**src/rtl/rcb_frl_train_aligner_pkg.sv**
```systemverilog
// Shared constants for the fast radio link word-alignment stage.
package rcb_frl_train_aligner_pkg;

  // Aligner FSM state encoding
  typedef enum logic [1:0] {
    StSearch   = 2'd0,
    StSlipWait = 2'd1,
    StVerify   = 2'd2,
    StLocked   = 2'd3
  } frl_state_e;

  // Default training byte sent by the far end during link training
  localparam logic [7:0] FRL_TRAIN_PATTERN = 8'hF4;

  // Consecutive matches required before lock is declared
  localparam int unsigned FRL_LOCK_LEN = 16;

  // Terminal value of the 4-bit match counter
  localparam logic [3:0] FRL_MATCH_MAX = 4'(FRL_LOCK_LEN - 1);

endpackage

```
**src/rtl/rcb_frl_match_counter.sv**
```systemverilog
// 4-bit saturating counter with synchronous clear and increment enable.
module rcb_frl_match_counter (
  input  logic       i_clk,
  input  logic       i_rst_n,
  input  logic       i_clr,
  input  logic       i_inc,
  output logic [3:0] o_count
);

  logic [3:0] r_count;

  // Clear wins over increment; increment stops at 15 instead of wrapping
  always_ff @(posedge i_clk or negedge i_rst_n) begin
    if (!i_rst_n) begin
      r_count <= 4'd0;
    end else if (i_clr) begin
      r_count <= 4'd0;
    end else if (i_inc && (r_count != 4'hF)) begin
      r_count <= r_count + 4'd1;
    end
  end

  assign o_count = r_count;

endmodule

```
**src/rtl/rcb_frl_train_aligner.sv**
```systemverilog
// RX word aligner: bitslips the deserializer until the training byte is seen, then
// requires a run of consecutive matches before raising aligned.
module rcb_frl_train_aligner
  import rcb_frl_train_aligner_pkg::*;
#(
  parameter logic [7:0]  TRAIN_PATTERN = FRL_TRAIN_PATTERN,
  parameter int unsigned SLIP_WAIT     = 4,
  parameter int unsigned MAX_SLIPS     = 8
) (
  input  logic       i_clk,
  input  logic       i_rst_n,
  input  logic [7:0] i_data_in,
  input  logic       i_data_valid,
  input  logic       i_retrain,
  output logic       o_bitslip,
  output logic       o_aligned,
  output logic       o_align_fail,
  output logic [3:0] o_match_count,
  output logic [3:0] o_slip_count
);

  localparam logic [3:0] SlipWaitLd = 4'(SLIP_WAIT);
  localparam logic [3:0] MaxSlipsW  = 4'(MAX_SLIPS);

  frl_state_e r_state, w_state_d;
  logic [3:0] r_slip,  w_slip_d;
  logic [3:0] r_wait,  w_wait_d;
  logic       r_bitslip, w_bitslip_d;
  logic       r_aligned, w_aligned_d;
  logic       r_fail,    w_fail_d;
  logic       w_match_clr, w_match_inc;
  logic       w_match;
  logic [3:0] w_match_count;

  assign w_match = (i_data_in == TRAIN_PATTERN);

  rcb_frl_match_counter u_match_counter (
    .i_clk   (i_clk),
    .i_rst_n (i_rst_n),
    .i_clr   (w_match_clr),
    .i_inc   (w_match_inc),
    .o_count (w_match_count)
  );

  // State and registered outputs
  always_ff @(posedge i_clk or negedge i_rst_n) begin
    if (!i_rst_n) begin
      r_state   <= StSearch;
      r_slip    <= 4'd0;
      r_wait    <= 4'd0;
      r_bitslip <= 1'b0;
      r_aligned <= 1'b0;
      r_fail    <= 1'b0;
    end else begin
      r_state   <= w_state_d;
      r_slip    <= w_slip_d;
      r_wait    <= w_wait_d;
      r_bitslip <= w_bitslip_d;
      r_aligned <= w_aligned_d;
      r_fail    <= w_fail_d;
    end
  end

  // Next-state logic; retrain overrides every other transition
  always_comb begin
    w_state_d   = r_state;
    w_slip_d    = r_slip;
    w_wait_d    = r_wait;
    w_bitslip_d = 1'b0;
    w_aligned_d = r_aligned;
    w_fail_d    = r_fail;
    w_match_clr = 1'b0;
    w_match_inc = 1'b0;

    if (i_retrain) begin
      w_state_d   = StSearch;
      w_slip_d    = 4'd0;
      w_wait_d    = 4'd0;
      w_aligned_d = 1'b0;
      w_match_clr = 1'b1;
    end else begin
      unique case (r_state)
        StSearch: begin
          if (i_data_valid) begin
            if (w_match) begin
              // Match counter is always 0 here, so this yields 1
              w_match_inc = 1'b1;
              w_state_d   = StVerify;
            end else begin
              w_bitslip_d = 1'b1;
              w_wait_d    = SlipWaitLd;
              w_state_d   = StSlipWait;
              if (r_slip >= MaxSlipsW) begin
                // Out of slips: flag it, then keep hunting from slip 0
                w_fail_d = 1'b1;
                w_slip_d = 4'd0;
              end else begin
                w_slip_d = r_slip + 4'd1;
              end
            end
          end
        end
        StSlipWait: begin
          // Counts every clock, valid or not, to cover ISERDES settle time
          if (r_wait != 4'd0) begin
            w_wait_d = r_wait - 4'd1;
          end
          if (r_wait <= 4'd1) begin
            w_state_d = StSearch;
          end
        end
        StVerify: begin
          if (i_data_valid) begin
            if (!w_match) begin
              w_match_clr = 1'b1;
              w_state_d   = StSearch;
            end else if (w_match_count == FRL_MATCH_MAX) begin
              w_state_d   = StLocked;
              w_aligned_d = 1'b1;
            end else begin
              w_match_inc = 1'b1;
            end
          end
        end
        StLocked: begin
          w_aligned_d = 1'b1;
        end
        default: begin
          w_state_d = StSearch;
        end
      endcase
    end
  end

  assign o_bitslip     = r_bitslip;
  assign o_aligned     = r_aligned;
  assign o_align_fail  = r_fail;
  assign o_match_count = w_match_count;
  assign o_slip_count  = r_slip;

endmodule

```
**config.mk**
```make
export PLATFORM = sky130hd
export DESIGN_NAME = rcb_frl_train_aligner
export DESIGN_NICKNAME = d
export VERILOG_FILES = /design/src/rtl/rcb_frl_train_aligner_pkg.sv /design/src/rtl/rcb_frl_match_counter.sv /design/src/rtl/rcb_frl_train_aligner.sv
export SDC_FILE = /design/constraint.sdc
export NUM_CORES = 1
export LEC_CHECK = 0
export ABC_AREA = 1
export ABC_CLOCK_PERIOD_IN_PS = 1300
export BUFFER_PORTS_ARGS = -buffer_cell sky130_fd_sc_hd__buf_2
export CAP_MARGIN = 20
export CORE_MARGIN = 5
export CORE_UTILIZATION = 45
export DETAILED_ROUTE_END_ITERATION = 10
export MAX_ROUTING_LAYER = met4
export PLACE_DENSITY = 0.77
export SLEW_MARGIN = 20
export SYNTH_ARGS = -nofsm -noshare
export SYNTH_HDL_FRONTEND = slang
export SYNTH_SLANG_ARGS = --single-unit
```
**constraint.sdc**
```tcl
create_clock -name i_clk -period 1.3 [get_ports i_clk]
set_input_delay 0.26 -clock i_clk [delete_from_list [all_inputs] [get_ports i_clk]]
set_output_delay 0.26 -clock i_clk [all_outputs]
set_load 0.02 [all_outputs]
```
* Word-level counts from Yosys, hierarchy flattened
Cells that the tools add are included.
** Word-level totals
- Input port bits :: 12
- Register bits after elaboration :: 17
- Output and inout bits :: 11
** Cells by class
- Equal/unequal tests :: 15
- Bitwise operators :: 2
- Order comparisons :: 2
- Add/subtract/negate cells :: 3
- Mux-type cells :: 38
- Reductions and logical operators :: 14
** Operator list (number)
- $mux 4 :: 11
- $ne 3x3->1 const B :: 7
- $mux 1 :: 16
- $mux 2 :: 7
- $reduce_and 5->1 :: 2
- $add 4x1->4 const B :: 2
- $eq 8x8->1 const B :: 1
- $ne 4x4->1 const B :: 2
- $pmux 4 s2 :: 1
- $reduce_and 4->1 :: 2
- $reduce_bool 4->1 :: 2
- $pmux 2 s3 :: 1
- $reduce_bool 2->1 :: 3
- $reduce_bool 3->1 :: 2
- $eq 2x2->1 const B :: 2
- $eq 4x4->1 const B :: 1
- $ge 4x4->1 const B :: 1
- $le 4x1->1 const B :: 1
- $pmux 1 s2 :: 2
- $sub 4x1->4 const B :: 1
- $reduce_and 3->1 :: 1
- $eq 2x1->1 const B :: 1
- $logic_not 2->1 :: 1
- $ne 2x2->1 const B :: 1
- 2 further kinds :: 3

* Depth between registers and ports, before layout
Gate-level depths: netlist (run 1).
- Depth in word-level cells :: 9
- Depth in mapped cells :: 10
- Gate-level depth less buffers :: 10

* Hierarchy
From an unflattened synthesis (run 1), not the netlist that was laid out.
** Second synthesis, totals
- Cells, all modules :: 167
- Area total of the unflattened synthesis :: 1283.7 um^2
** Modules (own cells, without submodules)
- rcb_frl_train_aligner :: area an instance 1061.0 um^2, instances 1, cells each 138
- rcb_frl_match_counter :: area an instance 222.7 um^2, instances 1, cells each 29

* Worst setup path before layout (run 1)
Ideal clock, no wire load.
- Path type :: flip-flop to flip-flop
- Start :: register r_state[0]
- End :: register u_match_counter.r_count[0], in the netlist u_match_counter.o_count[0]
- Library setup time :: 0.119 ns
- Cell stages (with the launch flop) :: 9
- Buffers on the path :: 1
- Data required time :: 1.181 ns
- Slack :: -0.085 ns
- Arrival time :: 1.265 ns
- Period minus slack after synthesis :: 1.385 ns
- Path through :: dfrtp_1 > inv_1 > ha_1 > buf_4 > nor2_1 > nor2_4 > nand3_2 > xor2_1 > nor2_1
** Between the ends
- Word-level cells in the longest chain between the ends :: 5
- Elaborated cells between the ends (all ways) :: 9
** RTL lines
- start, declared :: line rcb_frl_train_aligner.sv:25 : frl_state_e r_state, w_state_d;
- start signal, assigned :: line rcb_frl_train_aligner.sv:48 : r_state <= StSearch;
- start signal, assigned :: line rcb_frl_train_aligner.sv:55 : r_state <= w_state_d;
- $eq 2x2->1 / $logic_not 2->1 (equally long branches) :: line rcb_frl_train_aligner.sv:82 : unique case (r_state)
- $pmux 1 s2 :: line rcb_frl_train_aligner.sv:82
- $mux 1 :: line rcb_frl_train_aligner.sv:75 : if (i_retrain) begin
- $logic_and 1x1->1 :: line rcb_frl_match_counter.sv:18 : end else if (i_inc && (r_count != 4'hF)) begin
- $reduce_bool 2->1 (no line)
- end signal, assigned :: line rcb_frl_match_counter.sv:19 : r_count <= r_count + 4'd1;
- end, declared :: line rcb_frl_match_counter.sv:10 : logic [3:0] r_count;
Parallel ways exist; a longest one is shown, timed or not.
A chain may end at the register's enable or synchronous reset.

* Final worst setup path (run 1)
- Start :: register r_wait[0]
- End :: register r_wait[3]
** Between the ends
- Word-level cells in the longest chain between the ends :: 4
- Elaborated cells between the ends (all ways) :: 7
** RTL lines
- start, declared :: line rcb_frl_train_aligner.sv:27 : logic [3:0] r_wait, w_wait_d;
- start signal, assigned :: line rcb_frl_train_aligner.sv:57 : r_wait <= w_wait_d;
- $sub 4x1->4 :: line rcb_frl_train_aligner.sv:106 : w_wait_d = r_wait - 4'd1;
- $mux 4 :: line rcb_frl_train_aligner.sv:105 : if (r_wait != 4'd0) begin
- $pmux 4 s2 :: line rcb_frl_train_aligner.sv:82
- $mux 4 :: line rcb_frl_train_aligner.sv:75
Parallel ways exist; a longest one is shown, timed or not. The select of a mux whose other input is x is not followed.

==> out/qor.yml, run 1 <==
run_status:
  status: "finished with violations"
  violations: "setup timing"
yosys:
  syn_area_per_cell_um2: 7.33
  syn_area_um2: 1210
  ys_types: 25
  synth_seq_cells: 17
  synth_nets: 186
  synthCells: 165
  yosysSeqAreaShare_pct: 35.2
  synth_warnings: 0
final_layout:
  regArea_um2: 430
  multi_input_area_um2: 801
  area_growth_pct: 38.8
  final_cell_mix: "nand2_1, inv_1, buf_2"
  drive_gt1_share_pct: 44.0
  utilization_pct: 66.5
  fillers: 215
  fin_nets: 229
  final_common_cell: "nand2_1"
  antenna_cells: 0
timing:
  clock_skew_ns: 0.00216
  finalSetupViolCount: 8
  fin_tns_setup_ns: -0.350
  relSlewSlack_pct: 72.3
  final_hold_viol_count: 0
  fin_ws_ns: -0.0541
  drv_slew: 0
  rsz0062_at_grt: "yes"
  max_freq_mhz: 739
  fin_crit_sh_pct: 104
  worst_slew_pin_slew_ns: 0.415
  period_minus_slack_ns: 1.35
cts:
  clk_latency_ns: 0.30
  max-clock-path-buffers: 2
  cts_made_buffers: 3
  path_clk_slew_ns: 0.12
  htree_num_levels: 1
  cts-root-buf: "clkbuf_4"
  cts.sinks: 17
  cts_tree: "done"
floorplan:
  initial_utilization_pct: 47.9
  fp.coreArea_um2: 2520
  io_pins: 23
  fp.dieW_um: 61.8
  fp.dieH_um: 61.8
  die-area_um2: 3820
  num_rows: 18
grt:
  grt_pass1_vias: 1142
  track_usage_pct: 17.7
  grt_max_degree: 18
  grt_pass1_wl_um: 4950
  grt-ovfl-total: 0
  antenna_found_initial: 0
power:
  total_power_w: 0.00228
  vdd_drop_max_uv: 1090
  leakage_nw: 0.876
  p_per_area_nw_per_um2: 1360
critical_path:
  arrival_ns: 1.56
  path_class: "flop to flop"
  required_ns: 1.50
  cp-end-kind: "flop"
  start_kind: "flop"
  crit_fanout: 5
min_path:
  hold_class: "primary input to flop"
placement:
  dpl.hpwl_um: 2150
  pre_cts_ws_ns: -0.0976
  numPortBuffers: 22
  gp_congestion: 0.878
detailed_routing:
  ant_nets: 0
  post_drt_wl_per_cell_um: 13.2
  drcViolationCount: 0
  wl_um: 3130
  drtPass1Iterations: 4
  vias: 1201
  drtIter0Drc: 35
  vias_per_cell: 5.07
run:
  max_cap_viol_count: 0
[where the power goes]
group	switching [W]	internal, W
combinational	0.000681	0.000575
sequential	0.0000997	0.000614
clock	0.000193	0.000115
total	0.000974	0.00130
[cells in the mapped netlist, drive strengths merged]
master  count  area share [%]
a21oi       7             2.9
nand2      43              15
o21bai      2             1.2
ha          9             9.3
nor3        1            0.41
dfrtp      17              35
and3        1            0.52
nand3      17             7.5
xor2        1            0.72
o211ai      1            0.62
o21ai       8             3.3
nor2       22             9.6
buf         3             1.7
nand4       5             2.6
inv        27             8.4
nor3b       1            0.62
[state kept, by name, summed over array words and instances, names as in the netlist]
register	count
o_align_fail	1
o_aligned	1
o_bitslip	1
o_slip_count	4
r_state	2
r_wait	4
u_match_counter.o_count	4
[timing repair]
item                                    CTS  global route
hold buffers                              1             0
pin swaps                                 6            11
endpoints found under the setup margin   12            19
hold endpoints to repair                 17             0
setup buffers                             3             4
cloned                                    0             0
gates resized for setup                   9            33
[final cells by class]
type	count	share of cell area [%]
multi-input cells	118	47.7
flip-flops and latches	17	25.7
repair buffers	41	16.4
inverters	27	6.34
well taps	30	2.24
clock buffers	3	1.34
clock inverters	1	0.298
[metrics by stage]
| stage | hold WS, ns | area (µm²) | instances |
|---|---|---|---|
| floorplan | -0.0356 | 1230 | 165 |
| global placement | 0.210 | 1440 | 225 |
| detailed placement | 0.215 | 1440 | 225 |
| CTS | 0.134 | 1540 | 233 |
| global route | 0.139 | 1680 | 237 |
| finish | 0.141 | 1680 | 237 |
[final timing paths]
kind	cells past startpoint	endpoint	slack [ns]	startpoint
worst max-delay path	10	r_wait[3]	-0.05	r_wait[0]
worst min-delay path	2	o_aligned	0.14	i_retrain
worst max register to register	10	r_wait[3]	-0.05	r_wait[0]
worst min register to register	1	o_align_fail	0.49	o_align_fail
max in group asynchronous	2	u_match_counter.o_count[0]	0.58	i_rst_n
min in group asynchronous	2	r_state[1]	0.41	i_rst_n
[kinds of logic after synthesis]
family / share of synthesized area [%]
buf+inv: 10.0
flops: 35.2
simple gates: 36.6
compound gates: 8.07
xor+xnor: 0.725
fa+ha+maj: 9.32
[critical path: stages, from the launching register on]
cell and delay (ns):
dfrtp_1 0.41, inv_2 0.07, ha_4 0.17, nand2_1 0.08
nor2_1 0.05, a21oi_2 0.13, nand2_2 0.08, nand2_4 0.09
nand2_4 0.06, nand2_1 0.06, nand2_1 0.05
[layer usage]
metal / track usage (%) / vias up / routed length (µm)
li1: - / 608 / -
met1: 23.7 / 567 / 1440
met2: 28.4 / 26 / 1580
met3: 1.86 / 0 / 111
met4: 4.85 / 0 / 0
met5: - / - / 0
Power figures use the tool's default switching activity.
==> run 2, diff against run 1 <==
--- a/config.mk
+++ b/config.mk
@@ -5,7 +5,6 @@
 export SDC_FILE = /design/constraint.sdc
 export NUM_CORES = 1
 export LEC_CHECK = 0
-export ABC_AREA = 1
 export ABC_CLOCK_PERIOD_IN_PS = 1300
 export BUFFER_PORTS_ARGS = -buffer_cell sky130_fd_sc_hd__buf_2
 export CAP_MARGIN = 20
@@ -13,7 +12,7 @@
 export CORE_UTILIZATION = 45
 export DETAILED_ROUTE_END_ITERATION = 10
 export MAX_ROUTING_LAYER = met4
-export PLACE_DENSITY = 0.77
+export PLACE_DENSITY = 0.78
 export SLEW_MARGIN = 20
 export SYNTH_ARGS = -nofsm -noshare
 export SYNTH_HDL_FRONTEND = slang
==> out/qor.yml, run 2 <==
run_status:
  status: "finished with violations"
  violations: "setup timing"
cts:
  clk_latency_ns: 0.31
  cts-root-buf: "clkbuf_4"
  cts_made_buffers: 3
  cts.sinks: 17
  htree_num_levels: 1
  max-clock-path-buffers: 2
  cts_tree: "done"
  path_clk_slew_ns: 0.11
yosys:
  synthMostInstantiatedCell: "dfrtp_1"
  synth_warnings: 0
  synth_seq_cells: 17
  synth_edf_count: 0
  synth_top_area_share_pct: 39.5
  syn_area_um2: 1080
  yosysTopAreaCell: "dfrtp_1"
  ys.flop_type: "dfrtp_1"
  synthTopCellsByCount: "dfrtp_1, a21oi_1, inv_1, ha_1, o21ai_0"
  synth_nets: 137
  yosys-top-cells-area: "dfrtp_1, ha_1, a21oi_1"
  syn_area_per_cell_um2: 9.29
  yosysSeqAreaShare_pct: 39.5
  synthCells: 116
  ys_types: 36
  synth_async_sr_flop_share_pct: 100
critical_path:
  start_kind: "flop"
  required_ns: 1.54
  arrival_ns: 2.14
  crit_fanout: 6
  path_class: "flop to flop"
  r2r_slack_ns: -0.60
  cp-end-kind: "flop"
detailed_routing:
  drcViolationCount: 0
  wl_um: 3560
  post_drt_wl_per_cell_um: 17.3
  routed.top_layer: "met4"
  ant_nets: 0
  vias: 1194
  wl_met1_um: 1440
  drtIter0Drc: 20
  dr_wl_met2_um: 1880
  vias_per_cell: 5.80
  drtPass1Iterations: 4
  wl_met3_um: 121
final_layout:
  final_cells: 206
  antenna_cells: 0
  final_common_cell: "buf_4"
  final_area_um2: 1750
  fin_nets: 200
  utilization_pct: 77.6
  area_growth_pct: 62.5
  drive_gt1_share_pct: 55.6
  final_cell_mix: "buf_4, buf_2, buf_6, dfrtp_1, inv_1"
grt:
  track_usage_pct: 20.6
  grt_pass1_wl_um: 5310
  grt_max_degree: 18
  antenna_found_initial: 0
  grt-ovfl-total: 0
  grt_pass1_vias: 1210
timing:
  fin_ws_ns: -0.600
  relSlewSlack_pct: 71.9
  period_minus_slack_ns: 1.90
  worst_slew_pin_slew_ns: 0.421
  rsz0062_at_grt: "yes"
  final_hold_viol_count: 0
  fin_crit_sh_pct: 146
  drv_slew: 0
  max_freq_mhz: 526
  clock_skew_ns: 0.00215
  finalSetupViolCount: 17
placement:
  dpl.hpwl_um: 2090
  gp_congestion: 0.794
  dpl_cell_area_um2: 1510
  dp_cells: 194
  numPortBuffers: 22
  pre_cts_ws_ns: -0.646
floorplan:
  fp.dieH_um: 58.9
  io_pins: 23
  num_rows: 17
  initial_utilization_pct: 47.8
  fp.coreArea_um2: 2250
  die-area_um2: 3470
  fp.dieW_um: 58.9
power:
  leakage_nw: 0.795
  vdd_drop_max_uv: 916
  p_per_area_nw_per_um2: 1460
run:
  max_cap_viol_count: 0
min_path:
  hold_class: "primary input to flop"
-- run 2: kinds of logic (layout without fill, tap and decap cells) --
| kind of cell | Yosys count | in the layout | share of synthesized area (%) |
|---|---|---|---|
| fa+ha+maj | 9 | 9 | 10.5 |
| flops | 17 | 17 | 39.5 |
| mux | 2 | 2 | 1.97 |
| simple gates | 38 | 38 | 22.0 |
| buf+inv | 15 | 77 | 5.46 |
| compound gates | 35 | 35 | 20.7 |
-- run 2: repair_timing --
item / 4_1_cts / 5_1_grt
hold endpoints to repair: 17 / 0
buffers inserted: 6 / 2
pin swaps: 8 / 15
hold buffers: 1 / 0
resized for setup: 20 / 20
setup endpoints to repair: 17 / 22
-- run 2: path summary, 6_finish.rpt --
| kind | startpoint | endpoint | depth (start not counted) |
|---|---|---|---|
| worst max register to register | r_state[0] | u_match_counter.o_count[1] | 6 |
| min in group asynchronous | i_rst_n | r_wait[2] | 2 |
| worst max-delay path | r_state[0] | u_match_counter.o_count[1] | 6 |
| worst min register to register | o_align_fail | o_align_fail | 1 |
| max in group asynchronous | i_rst_n | u_match_counter.o_count[0] | 2 |
| worst min-delay path | i_data_valid | u_match_counter.o_count[2] | 3 |
-- run 2: area by class of cell --
cell class | count | area, µm²
Sequential cell | 17 | 428
Inverter | 11 | 41.3
Fill cell | 149 | 504
Multi-Input combinational cell | 84 | 734
Tap cell | 28 | 35.0
Clock buffer | 3 | 22.5
Timing Repair Buffer | 62 | 484
Clock inverter | 1 | 5.00
-- run 2: report_power, final --
part / total (W) / internal [W] / switching (W) / leakage (nW)
combinational: 0.00157 / 0.000843 / 0.000731 / 0.547
clock: 0.000311 / 0.000115 / 0.000196 / 0.0177
sequential: 0.000674 / 0.000608 / 0.0000663 / 0.229
-- run 2: stage by stage --
step / TNS (ns) / total power, W / hold slack, ns
2_1_floorplan: -6.53 / 0.00139 / -0.0356
3_3_place_gp: -7.66 / 0.00178 / 0.206
3_5_place_dp: -8.02 / 0.00182 / 0.208
4_1_cts: -6.56 / 0.00233 / 0.354
5_1_grt: -8.48 / 0.00272 / 0.377
6_report: -7.28 / 0.00256 / 0.368
-- run 2: worst max-delay path, cell delays in order, from the launching register on --
cell	delay, ns
dfrtp_1	0.41
inv_2	0.12
ha_4	0.17
nor2_4	0.04
or4b_4	0.55
or3_1	0.39
a21oi_1	0.15
-- run 2: per-layer routing --
metal	GRT usage (%)	vias to the layer above
met1	23.9	592
met3	2.63	16
met2	36.1	35
met5	-	-
met4	7.44	0
li1	-	551
==> run 3, diff against run 2 <==
--- a/config.mk
+++ b/config.mk
@@ -9,10 +9,11 @@
 export BUFFER_PORTS_ARGS = -buffer_cell sky130_fd_sc_hd__buf_2
 export CAP_MARGIN = 20
 export CORE_MARGIN = 5
-export CORE_UTILIZATION = 45
+export CORE_UTILIZATION = 48
 export DETAILED_ROUTE_END_ITERATION = 10
 export MAX_ROUTING_LAYER = met4
-export PLACE_DENSITY = 0.78
+export PLACE_DENSITY = 0.81
+export RECOVER_POWER = 100
 export SLEW_MARGIN = 20
 export SYNTH_ARGS = -nofsm -noshare
 export SYNTH_HDL_FRONTEND = slang
==> out/qor.yml, run 3 (synthesis results as in run 2) <==
critical_path:
  cp.depth: 5
  start_kind: "flop"
  crit_buf_inv: 0
  path_class: "flop to flop"
  cp-end-kind: "flop"
  r2r_slack_ns: -0.65
  path_delay_family: "simple AND/OR/NAND/NOR gates"
  required_ns: 1.54
  critical_path.slowest_cell: "or4b_4"
  critPathMaxStageDelay_ns: 0.57
  worstPathCellList: "ha_4 > and3_4 > or4b_4 > or4_4 > a21oi_2"
  r2r_cells: 5
  crit_fanout: 8
  arrival_ns: 2.19
timing:
  fin_crit_sh_pct: 150
  finalSetupViolCount: 20
  drv_slew: 0
  final_hold_viol_count: 0
  relSlewSlack_pct: 70.3
  period_minus_slack_ns: 1.95
  max_freq_mhz: 513
  fin_ws_ns: -0.650
  clock_skew_ns: 0.00855
  rsz0062_at_grt: "yes"
  worst_slew_pin_slew_ns: 0.445
placement:
  dp_cells: 195
  dpl.hpwl_um: 2250
  numPortBuffers: 22
  gp_congestion: 0.848
cts:
  clk_latency_ns: 0.30
  path_clk_slew_ns: 0.11
  htree_num_levels: 1
  cts-root-buf: "clkbuf_4"
  max-clock-path-buffers: 2
  cts.sinks: 17
  cts_made_buffers: 3
  cts_tree: "done"
power:
  power.switching_w: 0.00111
  clkPwrFrac_pct: 10.9
  combPwrFrac_pct: 64.3
  leakage_nw: 0.789
  p_per_area_nw_per_um2: 1510
  total_power_w: 0.00275
  intPower_w: 0.00164
  seq_power_share_pct: 24.7
  switching_share_pct: 40.5
  vdd_drop_max_uv: 976
floorplan:
  fp.dieH_um: 57.4
  num_rows: 17
  initial_utilization_pct: 49.7
  fp.dieW_um: 57.4
  io_pins: 23
  die-area_um2: 3290
  fp.coreArea_um2: 2170
run:
  max_cap_viol_count: 0
final_layout:
  antenna_cells: 0
  final_common_cell: "buf_4"
  fillers: 117
  area_growth_pct: 69.0
  final_cell_mix: "buf_4, dfrtp_1, buf_6"
  drive_gt1_share_pct: 59.8
  utilization_pct: 83.9
  fin_nets: 201
  final_cells: 207
grt:
  grt_max_degree: 18
  track_usage_pct: 21.1
  antenna_found_initial: 0
  grt_pass1_wl_um: 5290
  grt-ovfl-total: 0
  grt_pass1_vias: 1163
detailed_routing:
  drtIter0Drc: 42
  vias_per_cell: 6.03
  post_drt_wl_per_cell_um: 19.7
  drcViolationCount: 0
  wl_um: 4080
  ant_nets: 0
  drtPass1Iterations: 4
  vias: 1249
min_path:
  hold_class: "primary input to flop"
  worstHoldPathCells: 3
run_status:
  status: "finished with violations"
  violations: "setup timing"
-- run 3: changes by cell type in the layout (fill, tap and decap cells not counted), sizes merged --
| cell | change |
|---|---|
| clkbuf | +7 |
| buf | -6 |
-- run 3: routing by layer --
layer,global-route usage (%),vias to the layer above,wire (µm)
li1,-,554,-
met1,23.5,606,1570
met2,35.0,73,2140
met3,3.39,16,217
met4,12.9,0,150
met5,-,-,0
-- run 3: final timing paths --
path	from	end
worst max-delay path	u_match_counter.o_count[1]	u_match_counter.o_count[3]
worst min-delay path	i_data_valid	o_aligned
worst max register to register	u_match_counter.o_count[1]	u_match_counter.o_count[3]
worst min register to register	o_align_fail	o_align_fail
max in group asynchronous	i_rst_n	u_match_counter.o_count[1]
min in group asynchronous	i_rst_n	r_wait[2]
-- run 3: power by group through the flow --
stage          logic (W)  registers, W  clock network, W
6_report         0.00177      0.000680          0.000301
5_1_grt          0.00186      0.000687          0.000338
4_1_cts          0.00143      0.000679          0.000293
3_5_place_dp     0.00118      0.000679                 0
3_3_place_gp     0.00113      0.000675                 0
2_1_floorplan   0.000671      0.000719                 0
-- run 3: repair_timing --
action | in CTS | in global routing
pin swaps | 6 | 12
endpoints found under the setup margin | 17 | 24
buffers inserted | 2 | 6
gates resized for setup | 26 | 30
hold buffers | 1 | 0
endpoints found under the hold margin | 17 | 0
-- run 3: area by class of cell --
| class | instances | area [µm²] | area share [%] |
|---|---|---|---|
| Clock buffer | 3 | 22.5 | 1.24 |
| Inverter | 11 | 41.3 | 2.27 |
| Clock inverter | 1 | 5.00 | 0.275 |
| Sequential cell | 17 | 429 | 23.6 |
| Multi-Input combinational cell | 84 | 807 | 44.3 |
| Tap cell | 28 | 35.0 | 1.92 |
| Timing Repair Buffer | 63 | 480 | 26.4 |
-- run 3: per-stage QoR --
stage	setup WS, ns	area [µm²]	hold WS, ns	TNS, ns
after floorplan	-0.717	1160	-0.0356	-6.53
after global placement	-0.639	1520	0.202	-7.64
after detailed placement	-0.725	1520	0.209	-8.35
after CTS	-0.622	1680	0.293	-6.72
after global routing	-0.688	1820	0.302	-8.96
final	-0.650	1820	0.306	-8.15
-- run 3: worst reg2reg max path, cell delays in order (launching register included) --
cell and delay (ns):
dfrtp_2 0.44, ha_4 0.17, and3_4 0.14, or4b_4 0.57
or4_4 0.44, a21oi_2 0.14
